## src/rtl/regdisp_pkg.sv

```systemverilog
// Shared state type and active-low 7-segment constants ({g,f,e,d,c,b,a})
// for the register-file debug display.
package regdisp_pkg;

    typedef enum logic [1:0] {
        IDLE,
        WAIT_PORT,
        CONVERT,
        SHOW
    } state_t;

    localparam logic [6:0] SEG_BLANK = 7'b1111111;
    localparam logic [6:0] SEG_DASH  = 7'b0111111;

    localparam logic [6:0] SEG_HEX [16] = '{
        7'b1000000, 7'b1111001, 7'b0100100, 7'b0110000,
        7'b0011001, 7'b0010010, 7'b0000010, 7'b1111000,
        7'b0000000, 7'b0010000, 7'b0001000, 7'b0000011,
        7'b1000110, 7'b0100001, 7'b0000110, 7'b0001110
    };

    function automatic logic [6:0] hex_seg(input logic [3:0] nib);
        return SEG_HEX[nib];
    endfunction

endpackage

```

## src/rtl/bin2bcd_seq.sv

```systemverilog
// Sequential double-dabble: 16-bit binary to four BCD digits in 16 shift cycles,
// with a flag for values that need a fifth digit (>9999).
module bin2bcd_seq (
    input  logic        clk50,
    input  logic        rst,
    input  logic        start,
    input  logic [15:0] din,
    output logic        busy,
    output logic        done,
    output logic [15:0] bcd,
    output logic        ovf
);

    logic [3:0]  cnt;
    logic [15:0] bin_p0;
    logic [19:0] acc_p0;

    function automatic logic [19:0] add3(input logic [19:0] a);
        logic [19:0] r;
        for (int i = 0; i < 5; i++)
            r[4*i +: 4] = (a[4*i +: 4] >= 4'd5) ? a[4*i +: 4] + 4'd3 : a[4*i +: 4];
        return r;
    endfunction

    // done marks the final shift; the result is stable from the following cycle
    assign done = busy && (cnt == 4'd15);
    assign bcd  = acc_p0[15:0];
    assign ovf  = |acc_p0[19:16];

    always_ff @(posedge clk50 or posedge rst) begin
        if (rst) begin
            busy <= 1'b0;
            cnt  <= '0;
        end else if (start) begin
            busy <= 1'b1;
            cnt  <= '0;
        end else if (busy) begin
            cnt <= cnt + 4'd1;
            if (done)
                busy <= 1'b0;
        end
    end

    always_ff @(posedge clk50) begin
        if (start) begin
            bin_p0 <= din;
            acc_p0 <= '0;
        end else if (busy) begin
            {acc_p0, bin_p0} <= {add3(acc_p0), bin_p0} << 1;
        end
    end

endmodule

```

## src/rtl/regfile_display_ctrl.sv

```systemverilog
// Debug display controller: steals idle rs2 read slots to fetch the selected register
// and shows its low half as hex or decimal on four 7-segment digits plus status LEDs.
module regfile_display_ctrl
    import regdisp_pkg::*;
#(
    parameter int REFRESH_CYCLES = 50_000,
    parameter int STARVE_LIMIT   = 8
) (
    input  logic        clk50,
    input  logic        rst,
    input  logic [4:0]  sel,
    input  logic        mode_dec,
    input  logic        pipe_rs2_used,
    input  logic [31:0] rdata,
    output logic        dbg_rsel,
    output logic [4:0]  dbg_raddr,
    output logic        stall_req,
    output logic [6:0]  seg1,
    output logic [6:0]  seg2,
    output logic [6:0]  seg3,
    output logic [6:0]  seg4,
    output logic [8:0]  LED_out
);

    localparam int TIMER_W  = $clog2(REFRESH_CYCLES);
    localparam int STARVE_W = $clog2(STARVE_LIMIT + 1);

    state_t              state, state_nxt;
    logic [4:0]          sel_s, sel_q;
    logic                mode_s, mode_q, mode_lat;
    logic                chg, pending, timer_hit, go, capture;
    logic [TIMER_W-1:0]  timer;
    logic [STARVE_W-1:0] wcnt;
    logic                stall_seen, ovf_disp, mode_disp;
    logic [4:0]          idx_disp;
    logic [15:0]         val_p0;
    logic                bcd_start, bcd_busy, bcd_done, bcd_ovf;
    logic [15:0]         bcd;
    logic                rdata_unused;

    function automatic logic [6:0] dec_seg(input logic [3:0] digit, input logic ovf);
        return ovf ? SEG_DASH : hex_seg(digit);
    endfunction

    assign rdata_unused = ^rdata[31:16];
    assign chg          = (sel_s != sel_q) || (mode_s != mode_q);
    assign timer_hit    = (timer == TIMER_W'(REFRESH_CYCLES - 1));
    assign bcd_start    = capture && mode_lat;
    assign LED_out      = {stall_seen, ovf_disp, state != IDLE, mode_disp, idx_disp};

    bin2bcd_seq u_bcd (
        .clk50 (clk50),
        .rst   (rst),
        .start (bcd_start),
        .din   (rdata[15:0]),
        .busy  (bcd_busy),
        .done  (bcd_done),
        .bcd   (bcd),
        .ovf   (bcd_ovf)
    );

    always_comb begin
        state_nxt = state;
        dbg_rsel  = 1'b0;
        capture   = 1'b0;
        go        = 1'b0;
        case (state)
            IDLE: begin
                if (chg || pending || timer_hit) begin
                    go        = 1'b1;
                    state_nxt = WAIT_PORT;
                end
            end
            WAIT_PORT: begin
                // the pipeline keeps priority: only take the port when decode leaves it idle
                dbg_rsel = !pipe_rs2_used;
                if (!pipe_rs2_used) begin
                    capture   = 1'b1;
                    state_nxt = mode_lat ? CONVERT : SHOW;
                end
            end
            CONVERT: begin
                if (bcd_done || !bcd_busy)
                    state_nxt = SHOW;
            end
            SHOW:    state_nxt = IDLE;
            default: state_nxt = IDLE;
        endcase
    end

    always_ff @(posedge clk50 or posedge rst) begin
        if (rst) begin
            state      <= IDLE;
            sel_s      <= '0;
            sel_q      <= '0;
            mode_s     <= 1'b0;
            mode_q     <= 1'b0;
            pending    <= 1'b0;
            timer      <= '0;
            wcnt       <= '0;
            stall_req  <= 1'b0;
            stall_seen <= 1'b0;
            dbg_raddr  <= '0;
            mode_lat   <= 1'b0;
        end else begin
            state  <= state_nxt;
            sel_s  <= sel;
            sel_q  <= sel_s;
            mode_s <= mode_dec;
            mode_q <= mode_s;

            // a change seen while busy re-runs the read as soon as we are back in IDLE
            if (go)
                pending <= 1'b0;
            else if (chg)
                pending <= 1'b1;

            timer <= (state == IDLE && !go) ? timer + TIMER_W'(1) : '0;

            if (go) begin
                dbg_raddr <= sel_s;
                mode_lat  <= mode_s;
            end

            if (go)
                wcnt <= '0;
            else if (state == WAIT_PORT && pipe_rs2_used && wcnt != STARVE_W'(STARVE_LIMIT))
                wcnt <= wcnt + STARVE_W'(1);

            if (capture) begin
                stall_req <= 1'b0;
            end else if (state == WAIT_PORT && pipe_rs2_used &&
                         wcnt == STARVE_W'(STARVE_LIMIT - 1)) begin
                stall_req  <= 1'b1;
                stall_seen <= 1'b1;
            end
        end
    end

    // display stage: digits and status LEDs change together on the SHOW edge only
    always_ff @(posedge clk50 or posedge rst) begin
        if (rst) begin
            seg1      <= SEG_BLANK;
            seg2      <= SEG_BLANK;
            seg3      <= SEG_BLANK;
            seg4      <= SEG_BLANK;
            ovf_disp  <= 1'b0;
            mode_disp <= 1'b0;
            idx_disp  <= '0;
        end else if (state == SHOW) begin
            if (mode_lat) begin
                seg1 <= dec_seg(bcd[3:0],   bcd_ovf);
                seg2 <= dec_seg(bcd[7:4],   bcd_ovf);
                seg3 <= dec_seg(bcd[11:8],  bcd_ovf);
                seg4 <= dec_seg(bcd[15:12], bcd_ovf);
            end else begin
                seg1 <= hex_seg(val_p0[3:0]);
                seg2 <= hex_seg(val_p0[7:4]);
                seg3 <= hex_seg(val_p0[11:8]);
                seg4 <= hex_seg(val_p0[15:12]);
            end
            ovf_disp  <= mode_lat && bcd_ovf;
            mode_disp <= mode_lat;
            idx_disp  <= dbg_raddr;
        end
    end

    // capture stage: data register, no reset needed
    always_ff @(posedge clk50) begin
        if (capture)
            val_p0 <= rdata[15:0];
    end

endmodule

```

## config.mk

```make
export PLATFORM = sky130hd
export DESIGN_NAME = regfile_display_ctrl
export DESIGN_NICKNAME = d
export VERILOG_FILES = /design/src/rtl/regdisp_pkg.sv /design/src/rtl/bin2bcd_seq.sv /design/src/rtl/regfile_display_ctrl.sv
export SDC_FILE = /design/constraint.sdc
export NUM_CORES = 1
export LEC_CHECK = 0
export BUFFER_PORTS_ARGS = -buffer_cell sky130_fd_sc_hd__buf_2
export CORE_UTILIZATION = 55
export DETAILED_ROUTE_END_ITERATION = 6
export PLACE_DENSITY = 0.74
export SETUP_SLACK_MARGIN = 0.15
export SYNTH_ARGS = -nofsm -noshare
export SYNTH_HDL_FRONTEND = slang
export SYNTH_SLANG_ARGS = --single-unit
export TNS_END_PERCENT = 100
```

## constraint.sdc

```tcl
create_clock -name clk50 -period 3.4 [get_ports clk50]
set_input_delay 0.34 -clock clk50 [delete_from_list [all_inputs] [get_ports clk50]]
set_output_delay 0.34 -clock clk50 [all_outputs]
set_load 0.02 [all_outputs]
```

== After elaboration in Yosys (flattened, before gate mapping) ==
Memory sizes are Yosys's and may differ from the RTL's.
Cells that the tools add are included.

* Memories: 8
* Input port bits: 41
* Output and inout port bits: 44
* Word-level logic and storage cells: 150
* Register bits after elaboration: 135
* Bits in read-only memories: 896

* Bitwise logic cells: 9
* Muxes and demuxes: 53
* Add/subtract/negate cells: 8
* Reductions and logical operators: 23
* Eq/ne operators: 12
* Order comparisons: 13

{| class="wikitable"
|+ Memories
! name !! words !! bits a word !! read ports !! clocked after memory_dff !! wr ports !! line !! text
|-
| (name not given) || 16 || 7 || 1 || 0 || 0 || regdisp_pkg.sv:23 || <nowiki>return SEG_HEX[nib];</nowiki>
|-
| (name not given) || 16 || 7 || 1 || 0 || 0 || regdisp_pkg.sv:23 ||
|-
| (name not given) || 16 || 7 || 1 || 0 || 0 || regdisp_pkg.sv:23 ||
|-
| (name not given) || 16 || 7 || 1 || 0 || 0 || regdisp_pkg.sv:23 ||
|-
| (name not given) || 16 || 7 || 1 || 0 || 0 || regdisp_pkg.sv:23 ||
|-
| (name not given) || 16 || 7 || 1 || 0 || 0 || regdisp_pkg.sv:23 ||
|-
| 2 more memories || n/a || n/a || n/a || n/a || n/a || n/a ||
|}

{| class="wikitable"
|+ Operator list
! kind !! count
|-
| 7-bit two-way mux || 24
|-
| 16-bit two-way mux || 3
|-
| 5-bit >= comparator, second input constant || 8
|-
| 4-bit NOT with 5-bit output || 8
|-
| 4-bit two-way mux || 8
|-
| 4-bit by 3-bit >= comparator with 1-bit output, second input constant || 5
|-
| 16-bit by 1-bit adder with 16-bit output, second input constant || 1
|-
| 4-bit by 2-bit adder with 4-bit output, second input constant || 4
|-
| 16-bit == test, second input constant || 1
|-
| 1-bit two-way mux || 13
|-
| 2-bit nonzero test || 5
|-
| 4-bit by 1-bit adder with 4-bit output, second input constant || 2
|-
| 2-bit case mux with 4 select lines || 1
|-
| 1-bit logical AND || 7
|-
| 2-bit two-way mux || 3
|-
| 2-bit != test, second input constant || 3
|-
| 5-bit != test || 1
|-
| 2-bit == test, second input constant || 2
|-
| 4-bit by 3-bit == test with 1-bit output, second input constant || 1
|-
| 4-bit == test, second input constant || 1
|-
| 1-bit logical OR || 4
|-
| 4-bit != test, second input constant || 1
|-
| 4-bit OR reduction || 1
|-
| 3-bit by 2-bit adder with 3-bit output, second input constant || 1
|-
| other kinds (8) || 10
|}

== Depth between registers and ports, before layout ==
* Word-level depth: 9
* Depth in mapped cells: 8
* Depth with buffers taken out: 7

== Cells and area by module ==
A second synthesis with hierarchy kept.

* Cell total of the unflattened synthesis: 796
* Area total of the unflattened synthesis: 8170.3 µm²

{| class="wikitable"
|+ By module, submodules not included
! module !! times used !! area an instance (µm²) !! cells each !! sequential area each (µm²)
|-
| regfile_display_ctrl || 1 || 5916.9 || 574 || 2467.4
|-
| bin2bcd_seq || 1 || 2253.4 || 222 || 1006.0
|}

== Least setup slack after synthesis ==
OpenSTA, ideal clock, no wires.

* Kind: flip-flop to flip-flop
* Start point: register state[1]
* End point: register u_bcd.bin_p0[0] (enable)
* Slack: 0.415 ns
* Period minus slack after synthesis: 2.985 ns
* Cell stages (with the launch flop): 7
* Arrival time: 2.611 ns
* Data required time: 3.025 ns
* Setup time: 0.375 ns
* Path buffers: 0
* Path through: dfrtp_1 -> inv_1 -> ha_1 -> inv_1 -> nor2_1 -> nand2_1 -> nand2b_1

* Longest elaborated chain between the ends: 4

{| class="wikitable"
|+ Ends and longest elaborated chain
! item !! line !! text
|-
| start: declaration || regfile_display_ctrl.sv:28 || <nowiki>state_t state, state_nxt;</nowiki>
|-
| start signal: assignment || regfile_display_ctrl.sv:106 || <nowiki>state <= state_nxt;</nowiki>
|-
| 2-bit by 1-bit == test with 1-bit output || regfile_display_ctrl.sv:67 || <nowiki>case (state)</nowiki>
|-
| 1-bit two-way mux || regfile_display_ctrl.sv:67 ||
|-
| 1-bit logical AND || regfile_display_ctrl.sv:48 || <nowiki>assign bcd_start = capture && mode_lat;</nowiki>
|-
| 2-bit nonzero test (no line) || n/a ||
|-
| end signal: assignment || bin2bcd_seq.sv:46 || <nowiki>bin_p0 <= din;</nowiki>
|-
| end signal: assignment || bin2bcd_seq.sv:49 || <nowiki>{acc_p0, bin_p0} <= {add3(acc_p0), bin_p0} << 1;</nowiki>
|-
| end: declaration || bin2bcd_seq.sv:15 || <nowiki>logic [15:0] bin_p0;</nowiki>
|}

Every way passes these cells.
A chain may end at the register's enable or synchronous reset.

== Final worst setup path ==
* Start point: register state[1]
* End point: register u_bcd.bin_p0[1] (enable)

The elaborated chain is that of the path after synthesis.

==> qor.yml <==
yosys:
  synth_top_family_by_area: "simple AND/OR/NAND/NOR gates"
  synth_nets: 897
  synth_adder_area_share_pct: 9.378
  yosysWarnings: 0
  synth_area_um2: 7739
  yosysTopAreaCellShare_pct: 17.78
  yosysTopAreaCell: "dfrtp_1"
  synth_xor_area_share_pct: 3.508
  muxShareOfSynthArea_pct: 7.874
  ys_seq_area_share_pct: 44.88
  synthSimpleGateAreaFrac_pct: 14.65
  synth-seq-cells: 135
  synthTopCellsByArea: "dfrtp_1 (18%), edfxtp_1 (12%), dfstp_2 (9.5%)"
  yosys.cell_types.count: 55
  synth-edff-count: 32
  synthArstFlopShare_pct: 61.48
  ys.flop_type: "dfrtp_1"
  synth_compound_area_share_pct: 14.26
  syn_inst: 798
  syn_area_per_cell_um2: 9.698
drt:
  wl_per_cell_um: 15.83
  drtAntennaViolNets: 0
  wl_mm: 16.33
  drc: 0
  viasPerCell: 5.686
  drtIter0Drc: 481
  dr.pass1.iters: 5
  routed-via-count: 5868
die:
  start_util_pct: 57.30
  io_pins: 85
  die_height_um: 120.6
  dieArea_um2: 14550
  fp.coreArea_um2: 13510
  die_w_um: 120.6
  row_count: 42
final_layout:
  nets: 942
  antenna_cells: 0
  syn2layout_area_growth_pct: 14.47
  drive_gt1_share_pct: 20.09
  fillers: 1067
critical_path:
  slowest_stage: "nand2b_1"
  path_delay_family: "simple AND/OR/NAND/NOR gates"
  critPathKind: "flip-flop to flip-flop"
  cp_data_required_time_ns: 3.45
  cp.arrival_ns: 2.41
  cp_common_cell: "inv_1"
  crit_buf_inv: 2
  r2r_slack_ns: 1.04
  crit_chain: "inv_1 > ha_1 > inv_1 > nor2_2 > nand2_1 > nand2b_1"
  crit_start: "state[1]"
  worst_r2r_endpoint: "u_bcd.bin_p0[1]"
  rr_worst_depth: 6
  crit_cells: 6
  worstReg2RegStart: "state[1]"
  crit_path_end: "u_bcd.bin_p0[1]"
  end_kind: "flip-flop"
  cp_max_fo: 17
  critPathLaunchType: "flip-flop"
  slowest_delay_ns: 0.70
place:
  port_buffers: 68
  place_congestion: 0.8539
  hpwlAfterDp_mm: 11.08
pwr:
  p_leak_nw: 3.973
  max-vdd-ir-drop_uv: 424.7
  power_density_nw_per_um2: 991.8
  p_total_w: 0.008786
sta:
  setup_viol: 0
  finalSetupTns_ns: 0
  hold_slack_ns: -0.004773
  fin_crit_ns: 2.356
  skew_ns: 0.008871
  finalCritPeriodShare_pct: 69.28
  fmax_ghz: 0.4245
  maxSlewHeadroom_pct: 47.89
  hold_violations: 13
  worst_slew_pin_slew_ns: 0.7816
  grt_setup_unrepaired: "no"
  slew_violations: 0
job:
  maxCapViolCount: 0
clock_network:
  cts_tree: "built"
  cts_made_buffers: 17
  clk_path_buf_depth: 2
  cts_root_buf: "clkbuf_16"
  clock-sinks: 135
  postCtsSetupBuffers: 0
  cts-resized-gates: 0
  hold_buffers: 0
  clock_latency_ns: 0.43
  path_clk_slew_ns: 0.06
  cts_max_level: 4
global_route:
  overflow: 0
  grt_pass1_wl_mm: 27.76
  grt_max_degree: 42
  track_usage_pct: 24.28
  grt_pass1_vias: 5837
  antenna_found_initial: 0
run_status:
  violations: "hold timing"
  status: "complete, but fails checks"
worst_hold_path:
  min_path_type: "input port to asynchronous set/reset pin"
## cells by family (layout without fill, tap and decap cells)
logic type	Yosys count	after routing
buffers and inverters	108	166
XOR/XNOR	31	31
flip-flops	135	135
AND/OR/NAND/NOR	235	235
AO/OA/AOI/OAI	178	178
adder cells (fa/ha/maj)	58	58
multiplexers	53	53
## flip-flops by register name, indices dropped and copies added (netlist names), 2 cells and up
register / flops
wcnt: 4
timer: 16
idx_disp: 5
seg2: 7
sel_q: 5
seg4: 7
state: 2
u_bcd.acc_p0: 20
val_p0: 16
seg1: 7
dbg_raddr: 5
u_bcd.cnt: 4
sel_s: 5
u_bcd.bin_p0: 16
seg3: 7
## where the power goes
part           internal [W]  switching, W  leakage (nW)
registers           0.00245      0.000655          1.47
clock network       0.00142      0.000725         0.338
logic               0.00147       0.00206          2.17
total               0.00534       0.00344          3.97
## how the worst min path moves through the flow
stage          slack [ns]        to
2_1_floorplan        0.37    mode_s
3_3_place_gp         0.40  sel_q[2]
3_5_place_dp         0.40  sel_q[1]
4_1_cts             0.004  sel_s[4]
5_1_grt             0.007  sel_s[4]
6_report           -0.005  sel_q[2]
## layer usage
layer	vias up	wire, µm	track usage [%]
met5	-	0	0
met4	0	246	9.182
met3	20	603	4.811
met2	127	8057	40.55
met1	2852	7426	31.13
li1	2869	-	-
## final cells by class
class / count / area (µm²) / share of cell area, %
multi-input cells: 555 / 3849 / 43.45
well taps: 176 / 220.2 / 2.486
repair buffers: 76 / 400.4 / 4.520
clock inverters: 12 / 207.7 / 2.345
clock buffers: 20 / 489.2 / 5.523
flip-flops and latches: 135 / 3473 / 39.21
inverters: 58 / 219.0 / 2.472
## cells in the mapped netlist (all sizes together), types with 2 or more instances
cell type and n:
a221oi 3, or3b 3, or2 6, xor2 20
a311oi 2, nor2 69, nor3 4, o21ai 67
a31oi 6, and4 2, o22ai 6, mux4 4
dfstp 28, edfxtp 32, ha 58, or4b 2
a21oi 37, o211ai 13, nor3b 5, nand3 11
a31o 2, dfrtp 55, o21a 2, nor2b 6
mux2i 29, buf 13, o211a 3, xnor2 11
a211oi 9, clkbuf 37, dfxtp 20, a21o 3
nand3b 9, a22oi 4, nand2b 15, nand4 6
mux2 20, o221ai 16, inv 58, nand2 88
and2 4, nor4 2
## stage by stage
stage	hold WS [ns]	setup slack (ns)	cell area [µm²]	util, %	instances
2_1_floorplan	0.3714	0.4145	7739	-	798
3_5_place_dp	0.4017	1.054	8162	60.43	1000
6_report	-0.004773	1.044	8859	65.59	1032
3_3_place_gp	0.4018	1.108	8162	60.43	1000
4_1_cts	0.003664	1.025	8859	65.59	1032
5_1_grt	0.007490	0.8236	8859	65.59	1032
## cells in the final DEF (no fill, tap or decap), types with 8 or more instances in the layout
cell,synthesis,final
a211oi_1,9,9
a21oi_1,37,37
buf_2,1,68
buf_4,4,8
clkbuf_16,0,19
dfrtp_1,55,55
dfstp_2,28,28
dfxtp_1,20,20
edfxtp_1,32,32
ha_1,58,57
inv_1,58,57
mux2_2,13,13
mux2i_1,29,29
nand2_1,87,87
nand2b_1,15,15
nand3_1,11,11
nand3b_1,9,9
nor2_1,69,68
o211ai_1,13,13
o21ai_0,67,67
o221ai_1,16,16
xnor2_1,11,11
xor2_1,20,20
Note: power is estimated with default switching activity, not from simulation.
